[src/rtl/ex_stage_pkg.sv]
// ex_stage_pkg: shared bus widths and funct codes for the MIPS execute stage.
// Revision: 1.0
`default_nettype none

package ex_stage_pkg;

  localparam int DATA_W     = 32;
  localparam int ADDR_W     = 32;
  localparam int FUNCT_W    = 6;
  localparam int SHAMT_W    = 5;
  localparam int MEM_SEL_W  = 4;
  localparam int REG_ADDR_W = 5;

  localparam logic [FUNCT_W-1:0] FUNCT_SLL   = 6'h00;
  localparam logic [FUNCT_W-1:0] FUNCT_SRL   = 6'h02;
  localparam logic [FUNCT_W-1:0] FUNCT_SRA   = 6'h03;
  localparam logic [FUNCT_W-1:0] FUNCT_MFHI  = 6'h10;
  localparam logic [FUNCT_W-1:0] FUNCT_MTHI  = 6'h11;
  localparam logic [FUNCT_W-1:0] FUNCT_MFLO  = 6'h12;
  localparam logic [FUNCT_W-1:0] FUNCT_MTLO  = 6'h13;
  localparam logic [FUNCT_W-1:0] FUNCT_MULT  = 6'h18;
  localparam logic [FUNCT_W-1:0] FUNCT_MULTU = 6'h19;
  localparam logic [FUNCT_W-1:0] FUNCT_DIV   = 6'h1A;
  localparam logic [FUNCT_W-1:0] FUNCT_DIVU  = 6'h1B;
  localparam logic [FUNCT_W-1:0] FUNCT_ADDU  = 6'h21;
  localparam logic [FUNCT_W-1:0] FUNCT_SUBU  = 6'h23;
  localparam logic [FUNCT_W-1:0] FUNCT_AND   = 6'h24;
  localparam logic [FUNCT_W-1:0] FUNCT_OR    = 6'h25;
  localparam logic [FUNCT_W-1:0] FUNCT_XOR   = 6'h26;
  localparam logic [FUNCT_W-1:0] FUNCT_NOR   = 6'h27;
  localparam logic [FUNCT_W-1:0] FUNCT_SLT   = 6'h2A;
  localparam logic [FUNCT_W-1:0] FUNCT_SLTU  = 6'h2B;

  function automatic logic [DATA_W-1:0] abs_val(input logic [DATA_W-1:0] v, input logic neg);
    return neg ? (~v + 1'b1) : v;
  endfunction

endpackage

`default_nettype wire

[src/rtl/ex_divider.sv]
// ex_divider: iterative restoring divider (signed/unsigned) with sign fixup and hold-at-done.
// Revision: 1.0
`default_nettype none

module ex_divider
  import ex_stage_pkg::*;
#(
  parameter int DIV_CYCLES = 32
) (
  input  logic              clk,
  input  logic              rst_n,
  input  logic              start_i,
  input  logic              signed_i,
  input  logic              hold_i,
  input  logic [DATA_W-1:0] dividend_i,
  input  logic [DATA_W-1:0] divisor_i,
  output logic              busy_o,
  output logic              done_o,
  output logic [DATA_W-1:0] quotient_o,
  output logic [DATA_W-1:0] remainder_o
);

  localparam int CNT_W = $clog2(DIV_CYCLES + 1);
  localparam logic [CNT_W-1:0] CNT_LAST = CNT_W'(DIV_CYCLES - 1);

  localparam logic [1:0] S_IDLE = 2'd0;
  localparam logic [1:0] S_BUSY = 2'd1;
  localparam logic [1:0] S_DONE = 2'd2;

  logic [1:0]        state_q, state_d;
  logic [CNT_W-1:0]  count_q, count_d;
  logic [DATA_W-1:0] quo_q, quo_d;
  logic [DATA_W-1:0] rem_q, rem_d;
  logic [DATA_W-1:0] dvsr_q, dvsr_d;
  logic              negq_q, negq_d;
  logic              negr_q, negr_d;
  logic              dvz_q, dvz_d;

  logic              w_dvnd_neg;
  logic              w_dvsr_neg;
  logic [DATA_W:0]   w_shift;
  logic [DATA_W-1:0] w_diff;
  logic              w_ge;

  assign w_dvnd_neg = signed_i & dividend_i[DATA_W-1];
  assign w_dvsr_neg = signed_i & divisor_i[DATA_W-1];

  // Partial remainder never exceeds the divisor, so the low word of the difference is exact.
  assign w_shift = {rem_q, quo_q[DATA_W-1]};
  assign w_ge    = (w_shift >= {1'b0, dvsr_q});
  assign w_diff  = w_shift[DATA_W-1:0] - dvsr_q;

  always_comb begin
    state_d = state_q;
    count_d = count_q;
    quo_d   = quo_q;
    rem_d   = rem_q;
    dvsr_d  = dvsr_q;
    negq_d  = negq_q;
    negr_d  = negr_q;
    dvz_d   = dvz_q;
    case (state_q)
      S_IDLE: begin
        if (start_i) begin
          state_d = S_BUSY;
          count_d = '0;
          quo_d   = abs_val(dividend_i, w_dvnd_neg);
          rem_d   = '0;
          dvsr_d  = abs_val(divisor_i, w_dvsr_neg);
          negq_d  = w_dvnd_neg ^ w_dvsr_neg;
          negr_d  = w_dvnd_neg;
          dvz_d   = (divisor_i == '0);
        end
      end
      S_BUSY: begin
        quo_d   = {quo_q[DATA_W-2:0], w_ge};
        rem_d   = w_ge ? w_diff : w_shift[DATA_W-1:0];
        count_d = count_q + CNT_W'(1);
        if (count_q == CNT_LAST) begin
          state_d = S_DONE;
        end
      end
      S_DONE: begin
        if (!hold_i) begin
          state_d = S_IDLE;
        end
      end
      default: state_d = S_IDLE;
    endcase
  end

  always_ff @(posedge clk or negedge rst_n) begin
    if (!rst_n) begin
      state_q <= S_IDLE;
      count_q <= '0;
      quo_q   <= '0;
      rem_q   <= '0;
      dvsr_q  <= '0;
      negq_q  <= 1'b0;
      negr_q  <= 1'b0;
      dvz_q   <= 1'b0;
    end else begin
      state_q <= state_d;
      count_q <= count_d;
      quo_q   <= quo_d;
      rem_q   <= rem_d;
      dvsr_q  <= dvsr_d;
      negq_q  <= negq_d;
      negr_q  <= negr_d;
      dvz_q   <= dvz_d;
    end
  end

  // Gated with reset so the stall drops the instant reset asserts.
  assign busy_o      = rst_n & (((state_q == S_IDLE) & start_i) | (state_q == S_BUSY));
  assign done_o      = (state_q == S_DONE);
  assign quotient_o  = dvz_q ? '1 : abs_val(quo_q, negq_q);
  assign remainder_o = abs_val(rem_q, negr_q);

endmodule

`default_nettype wire

[src/rtl/ex_stage.sv]
// ex_stage: MIPS execute stage (ALU, shifter, HI/LO, iterative divider).
// Optional multiplier enabled by defining EX_MULT_EN. Revision: 1.0
`default_nettype none

module ex_stage
  import ex_stage_pkg::*;
#(
  parameter int DIV_CYCLES = 32
) (
  input  logic                  clk,
  input  logic                  rst,
  input  logic                  stall_next_stage,
  input  logic [FUNCT_W-1:0]    funct_in,
  input  logic [SHAMT_W-1:0]    shamt_in,
  input  logic [DATA_W-1:0]     operand_1_in,
  input  logic [DATA_W-1:0]     operand_2_in,
  input  logic                  mem_read_flag_in,
  input  logic                  mem_write_flag_in,
  input  logic                  mem_sign_ext_flag_in,
  input  logic [MEM_SEL_W-1:0]  mem_sel_in,
  input  logic [DATA_W-1:0]     mem_write_data_in,
  input  logic                  reg_write_en_in,
  input  logic [REG_ADDR_W-1:0] reg_write_addr_in,
  input  logic [ADDR_W-1:0]     current_pc_addr_in,
  output logic [DATA_W-1:0]     result_out,
  output logic                  stall_request,
  output logic                  mem_read_flag_out,
  output logic                  mem_write_flag_out,
  output logic                  mem_sign_ext_flag_out,
  output logic [MEM_SEL_W-1:0]  mem_sel_out,
  output logic [DATA_W-1:0]     mem_write_data_out,
  output logic                  reg_write_en_out,
  output logic [REG_ADDR_W-1:0] reg_write_addr_out,
  output logic [ADDR_W-1:0]     current_pc_addr_out
);

  logic [DATA_W-1:0] hi_q, hi_d;
  logic [DATA_W-1:0] lo_q, lo_d;

  logic              w_div_start;
  logic              w_div_busy;
  logic              w_div_done;
  logic [DATA_W-1:0] w_div_quo;
  logic [DATA_W-1:0] w_div_rem;

  assign mem_read_flag_out     = mem_read_flag_in;
  assign mem_write_flag_out    = mem_write_flag_in;
  assign mem_sign_ext_flag_out = mem_sign_ext_flag_in;
  assign mem_sel_out           = mem_sel_in;
  assign mem_write_data_out    = mem_write_data_in;
  assign reg_write_en_out      = reg_write_en_in;
  assign reg_write_addr_out    = reg_write_addr_in;
  assign current_pc_addr_out   = current_pc_addr_in;

  assign w_div_start = (funct_in == FUNCT_DIV) || (funct_in == FUNCT_DIVU);

  ex_divider #(
    .DIV_CYCLES (DIV_CYCLES)
  ) u_divider (
    .clk         (clk),
    .rst_n       (rst),
    .start_i     (w_div_start),
    .signed_i    (funct_in == FUNCT_DIV),
    .hold_i      (stall_next_stage),
    .dividend_i  (operand_1_in),
    .divisor_i   (operand_2_in),
    .busy_o      (w_div_busy),
    .done_o      (w_div_done),
    .quotient_o  (w_div_quo),
    .remainder_o (w_div_rem)
  );

  assign stall_request = w_div_busy;

`ifdef EX_MULT_EN
  logic                w_mul_signed;
  logic [2*DATA_W-1:0] w_mul_a;
  logic [2*DATA_W-1:0] w_mul_b;
  logic [2*DATA_W-1:0] w_prod;

  // One multiplier serves both forms; signed operands are sign-extended to the full product width.
  assign w_mul_signed = (funct_in == FUNCT_MULT);
  assign w_mul_a = {{DATA_W{w_mul_signed & operand_1_in[DATA_W-1]}}, operand_1_in};
  assign w_mul_b = {{DATA_W{w_mul_signed & operand_2_in[DATA_W-1]}}, operand_2_in};
  assign w_prod  = w_mul_a * w_mul_b;
`endif

  always_comb begin
    case (funct_in)
      FUNCT_SLL:  result_out = operand_2_in << shamt_in;
      FUNCT_SRL:  result_out = operand_2_in >> shamt_in;
      FUNCT_SRA:  result_out = $unsigned($signed(operand_2_in) >>> shamt_in);
      FUNCT_ADDU: result_out = operand_1_in + operand_2_in;
      FUNCT_SUBU: result_out = operand_1_in - operand_2_in;
      FUNCT_AND:  result_out = operand_1_in & operand_2_in;
      FUNCT_OR:   result_out = operand_1_in | operand_2_in;
      FUNCT_XOR:  result_out = operand_1_in ^ operand_2_in;
      FUNCT_NOR:  result_out = ~(operand_1_in | operand_2_in);
      FUNCT_SLT:  result_out = {{(DATA_W-1){1'b0}}, $signed(operand_1_in) < $signed(operand_2_in)};
      FUNCT_SLTU: result_out = {{(DATA_W-1){1'b0}}, operand_1_in < operand_2_in};
      FUNCT_MFHI: result_out = hi_q;
      FUNCT_MFLO: result_out = lo_q;
      default:    result_out = '0;
    endcase
  end

  // HI/LO only change when the instruction actually leaves EX, so a held instruction is idempotent.
  always_comb begin
    hi_d = hi_q;
    lo_d = lo_q;
    if (!stall_next_stage) begin
      if (w_div_done) begin
        hi_d = w_div_rem;
        lo_d = w_div_quo;
      end else begin
        case (funct_in)
          FUNCT_MTHI: hi_d = operand_1_in;
          FUNCT_MTLO: lo_d = operand_1_in;
`ifdef EX_MULT_EN
          FUNCT_MULT, FUNCT_MULTU: begin
            hi_d = w_prod[2*DATA_W-1:DATA_W];
            lo_d = w_prod[DATA_W-1:0];
          end
`endif
          default: ;
        endcase
      end
    end
  end

  always_ff @(posedge clk or negedge rst) begin
    if (!rst) begin
      hi_q <= '0;
      lo_q <= '0;
    end else begin
      hi_q <= hi_d;
      lo_q <= lo_d;
    end
  end

endmodule

`default_nettype wire

[config.mk]
export PLATFORM = sky130hd
export DESIGN_NAME = ex_stage
export DESIGN_NICKNAME = d
export VERILOG_FILES = /design/src/rtl/ex_stage_pkg.sv /design/src/rtl/ex_divider.sv /design/src/rtl/ex_stage.sv
export SDC_FILE = /design/constraint.sdc
export NUM_CORES = 1
export LEC_CHECK = 0
export BUFFER_PORTS_ARGS = -buffer_cell sky130_fd_sc_hd__buf_4
export CAP_MARGIN = 5
export CORE_MARGIN = 10
export CORE_UTILIZATION = 45
export CTS_CLUSTER_SIZE = 16
export DETAILED_ROUTE_END_ITERATION = 8
export PLACE_DENSITY_LB_ADDON = 0.05
export SLEW_MARGIN = 5
export SYNTH_ARGS = -nofsm -noshare
export SYNTH_HDL_FRONTEND = slang
export SYNTH_SLANG_ARGS = --single-unit
[constraint.sdc]
create_clock -name clk -period 6.6 [get_ports clk]
set_input_delay 0.33 -clock clk [delete_from_list [all_inputs] [get_ports clk]]
set_output_delay 0.33 -clock clk [all_outputs]
set_load 0.02 [all_outputs]
# Yosys cells after proc, flatten, opt, wreduce, memory -nomap -nowiden
# Cells that the tools add are included.
# Widths: inputs -> output; s select.
# totals
reg_bits	171
in_bits	155
output_inout_bits	110
elab_cells	94
# op_classes
n_shift	3
muxes	21
eq_ne	22
n_lt_le_gt_ge	3
bitwise	15
n_reduce_logical	12
add_sub_neg	8
# op_table
cell	n
$pmux 32 s13	1
$mux 32	12
$not 32->32	5
$add 32x1->32 const B	4
$pmux 32 s2	2
$lt 32x32->1	2
$sub 32x32->32	2
$eq 6x6->1 const B	8
$eq 6x5->1 const B	7
$ge 33x32->1	1
$add 32x32->32	1
$and 32x32->32	1
$logic_not 32->1	1
$or 32x32->32	1
$shl 32x5->32	1
$shr 32x5->32	1
$sshr 32x5->32	1
$xor 32x32->32	1
$eq 6x2->1 const B	2
$pmux 6 s2	1
$reduce_and 2->1	4
$add 6x1->6 const B	1
$logic_not 6->1	1
$mux 2	3
other kinds (14)	20

# Longest topological paths before layout
# depth
word_depth	5
mapped_depth	15

# By module
# A second synthesis with hierarchy kept.
# hier_totals
hier_cells	2857
hier_area_um2	21758.4
# modules_own_cells
module	seq_area_each_um2	cells_per_inst	area_each_um2	instances
ex_stage	1601.5	1727	12856.1	1
ex_divider	2677.6	1130	8902.3	1

# Least setup slack after synthesis
# Ideal clock, no wire load.
# synth_path
path_kind	input to output
startpoint	input operand_2_in[8]
endpoint	output result_out[31]
arrival_time_ps	3303
slack_ps	2967
path_stages	14
path_cell_list	clkbuf_1 inv_1 ha_1 buf_2 and3_1 and3_1 o211ai_1 a211oi_1 o22ai_1 o311ai_1 a31o_2 a31oi_1 o2111a_1 a211o_1
# synth_via
elab_chain_cells	2
elab_cells_between_ends	6
cone_classes	add/sub (2); shift (3); mux (1)
# synth_lines
item	line_no	source
from (decl)	ex_stage.sv:16	input logic [DATA_W-1:0] operand_2_in,
$sub 32x32->32, or another cell as far along	ex_stage.sv:94	FUNCT_SUBU: result_out = operand_1_in - operand_2_in;
$pmux 32 s13 (*)	ex_stage.sv:89	case (funct_in)
to (decl)	ex_stage.sv:25	output logic [DATA_W-1:0] result_out,
# Mark *: on every way between the ends. The rest lies on a longest branch, timed or not.

# Final worst setup path
# layout_path
startpoint	input operand_1_in[0]
endpoint	output result_out[30]
# layout_via
elab_chain_cells	2
elab_cells_between_ends	3
cone_classes	add/sub (2); mux (1)
# layout_lines
item	line_no	source
from (decl)	ex_stage.sv:15	input logic [DATA_W-1:0] operand_1_in,
$sub 32x32->32 / $add 32x32->32 (equally long branches)	ex_stage.sv:94, ex_stage.sv:93	
$pmux 32 s13 (*)	ex_stage.sv:89	
# Marks and branches as above.

==> results.cfg <==
[worst_setup_path]
start_kind = primary input
crit_cells = 15
reg2reg_depth = 12
cp_slowest_cell = a211oi_1
regToRegSetupSlack_ns = 2.68
path_cells = buf_4 -> inv_1 -> ha_1 -> fa_1 -> nor2_1 -> o311a_1 -> o2111ai_1 -> a211oi_1 -> nor2_1 -> o311ai_1 -> a41oi_1 -> o41a_1 -> o32ai_1 -> o21ai_1 -> buf_4
regToRegStartpoint = u_divider.quo_q[31]$_DFFE_PN0P_
cp_slowest_stage_delay_ns = 0.48
timing.rr.end = u_divider.rem_q[24]$_DFFE_PN0P_
path_max_fanout = 5
arrival_ns = 4.44
crit_type = in2out
cp-end-kind = output port
startpoint = operand_1_in[0]
crit_end = result_out[30]
crit_required_ns = 6.27
cp.buffers_inverters = 3
path_delay_family = compound AO/OA/AOI/OAI gates

[floorplan]
die_h_microns = 235
start_util_pct = 45.8
num_rows = 78
dieArea_sq_um = 55400
io_pins = 265
die_w_microns = 235
core_sq_um = 45600

[yosys]
ys_ff_latch = 171
synth_nets = 3147
syn_avg_cell_area_sq_um = 7.35
synth_area_sq_um = 20900
ys_types = 89
synth_cells = 2841
ys.flop_type = dfrtp_1
synth.top_cell.area_share_pct = 20.5
synth_area_leaders = dfrtp_1 21%, ha_1 8.9%, o21ai_0 6.1%
ys_seq_area_share_pct = 20.5
synthArstFlopShare_pct = 100
synth_top_area_cell = dfrtp_1
synth_edf_count = 0
yosys_warnings = 0

[placed_design]
dpl.hpwl_mm = 74.4
routabilityCongestion = 1.04
port_buffers = 110
placed_area_sq_um = 21500

[global_route]
grt_pass1_wl_mm = 139
grt_pass1_vias = 20562
antenna_found_initial = 4
grt_overflow = 0
grt_max_degree = 74
track_usage_pct = 32.5

[sta]
finalHoldViolCount = 0
period_minus_slack_ns = 4.77
slew_violations = 0
worst_pin_slew_ns = 1.20
rsz0062_at_grt = no
period_share_pct = 72.2
timing.fmax_mhz = 210
maxSlewHeadroom_pct = 19.1
fin_worst_skew_ns = 0.0150
finalSetupViolations = 0
setup_tns_ns = 0

[clock_network]
cts_htree_levels = 4
insertion_delay_ns = 0.45
clk_pin_slew_worst_paths_ns = 0.07
cts_buffer_depth = 2
cts.sinks = 171
tritoncts = yes
cts_setup_buffers = 0
clockRootBuffer = clkbuf_16
cts_made_buffers = 17

[route]
viasPerCell = 6.67
dr_total_vias = 22356
antenna_left = 0
wl_per_cell_microns = 28.3
drt_first_pass_iters = 6
routed_wl_mm = 94.9
drt_iter0_drc = 2790
drc_errors = 0

[run_status]
outcome = finished, final reports clean

[pwr]
p_int_uw = 3200
ir_drop_uv = 455
pwr-share-comb_pct = 52.5
clkPwrFrac_pct = 17.7
p_sw_share_pct = 46.7
seqPwrFrac_pct = 29.9
p_sw_uw = 2800
powerDensity_nw_per_um2 = 272
leakage_uw = 0.00933

[cells_and_area]
ff_latch_area_sq_um = 4280
multi_input_area_sq_um = 14800
stdcell_area_sq_um = 22100
final_common_cell = nand2_1
drive_above_1_share_pct = 8.99
fin_nets = 3040
layout_common_cells = 313 x nand2_1, 264 x nor2_1, 254 x o21ai_0, 182 x a21oi_1, 171 x dfrtp_1
n_fill_cell = 4546
area_growth_pct = 5.79

[worst_hold_path]
hold_path_startpoint = stall_next_stage
min_path_type = in2reg

[flow_run]
drv_cap = 0
## cell families (layout without fill, tap and decap cells)
group                      after synthesis  after routing  synth area share [%]
AOI/OAI and AO/OA                      992            992                  30.9
and+or+nand+nor                        859            859                  18.6
buffers and inverters                  424            330                  9.09
other                                    0              3                     0
adders and majority gates              151            151                  9.16
DFF                                    171            171                  20.5
muxes                                   99             99                  5.76
xor gates and xnor gates               145            145                  6.09
## cell usage after synthesis (all sizes together), types with 15 or more instances
cell    instances
mux2i          66
mux2           18
xor2           30
o21a           19
or4            16
nor2b          16
xnor2         115
o221ai         21
inv           151
a211oi         35
a21oi         182
a221oi         37
o21ai         318
ha            148
a31oi          28
or3            17
nor2          269
a22oi          77
a21o           33
buf           116
o22ai          31
o21bai         19
o31ai          50
nand3          58
dfrtp         171
o211ai         25
clkbuf        156
nand4          27
nor3           50
nand2b         31
nand2         313
mux4           15
## power groups by stage
stage               Combinational (uW)  Clock [uW]  Sequential, uW
floorplan                         2340           0            1660
global placement                  3050           0            1780
detailed placement                3080           0            1790
CTS                               3090        1080            1770
global route                      3460        1120            1830
finish                            3150        1060            1790
## what timing repair did
action,4_1_cts,5_1_grt
hold buffers,1,0
endpoints found under the hold margin,38,0
setup endpoints to repair,0,0
gates resized for setup,0,0
## sequential cells by signal, indices dropped and copies added, names as in the netlist
register and flops:
hi_q 32, lo_q 32, u_divider.count_q 6, u_divider.dvsr_q 32, u_divider.dvz_q 1, u_divider.negq_q 1
u_divider.negr_q 1, u_divider.quo_q 32, u_divider.rem_q 32, u_divider.state_q 2
## area by class of cell
| class | count | share of cell area, % |
|---|---|---|
| antenna | 3 | 0.0340 |
| clock buffer | 20 | 2.02 |
| clock inverter | 12 | 0.737 |
| inverter | 152 | 2.58 |
| multi-input combinational | 2246 | 66.8 |
| sequential | 171 | 19.4 |
| tap | 600 | 3.40 |
| timing repair buffer | 146 | 4.99 |
## routing by layer
metal,share of wire [%],routed length [microns],vias up,GRT usage [%]
li1,-,-,10029,-
met5,0,0,-,0
met1,42,39900,10791,44.0
met2,43,41200,1334,49.1
met4,5.1,4820,0,15.1
met3,9.5,9010,202,6.07
## how the worst min path moves through the flow
stage	endpoint	slack, ns	cells after the start
after floorplan	hi_q[0]$_DFFE_PN0P_	0.03	0
after global placement	u_divider.count_q[2]$_DFFE_PN0P_	0.27	1
after detailed placement	u_divider.count_q[2]$_DFFE_PN0P_	0.27	1
after CTS	u_divider.state_q[1]$_DFFE_PN0P_	0.20	2
after global routing	u_divider.state_q[1]$_DFFE_PN0P_	0.21	2
final	u_divider.state_q[1]$_DFFE_PN0P_	0.22	2
## worst reg2reg max path, cell delays in order, from the launching register on
cell      delay [ns]
dfrtp_1         0.53
inv_1           0.25
ha_1            0.36
nand4_1         0.09
or3_1           0.40
or3_1           0.45
a31oi_1         0.20
nor3_1          0.10
and4_1          0.19
or2_1           0.66
a21oi_1         0.31
o21ai_1         0.07
o21bai_1        0.17
## per-stage QoR
stage,std cells,hold slack [ns],setup WS (ns),total power (uW),util [%]
2_1_floorplan,2841,0.0344,2.97,4000,-
3_3_place_gp,3314,0.269,1.98,4820,47.1
3_5_place_dp,3314,0.269,1.98,4870,47.1
4_1_cts,3347,0.200,1.95,5940,48.4
5_1_grt,3350,0.207,1.76,6410,48.4
6_report,3350,0.219,1.83,6000,48.4
(Power assumes the default switching activity.)
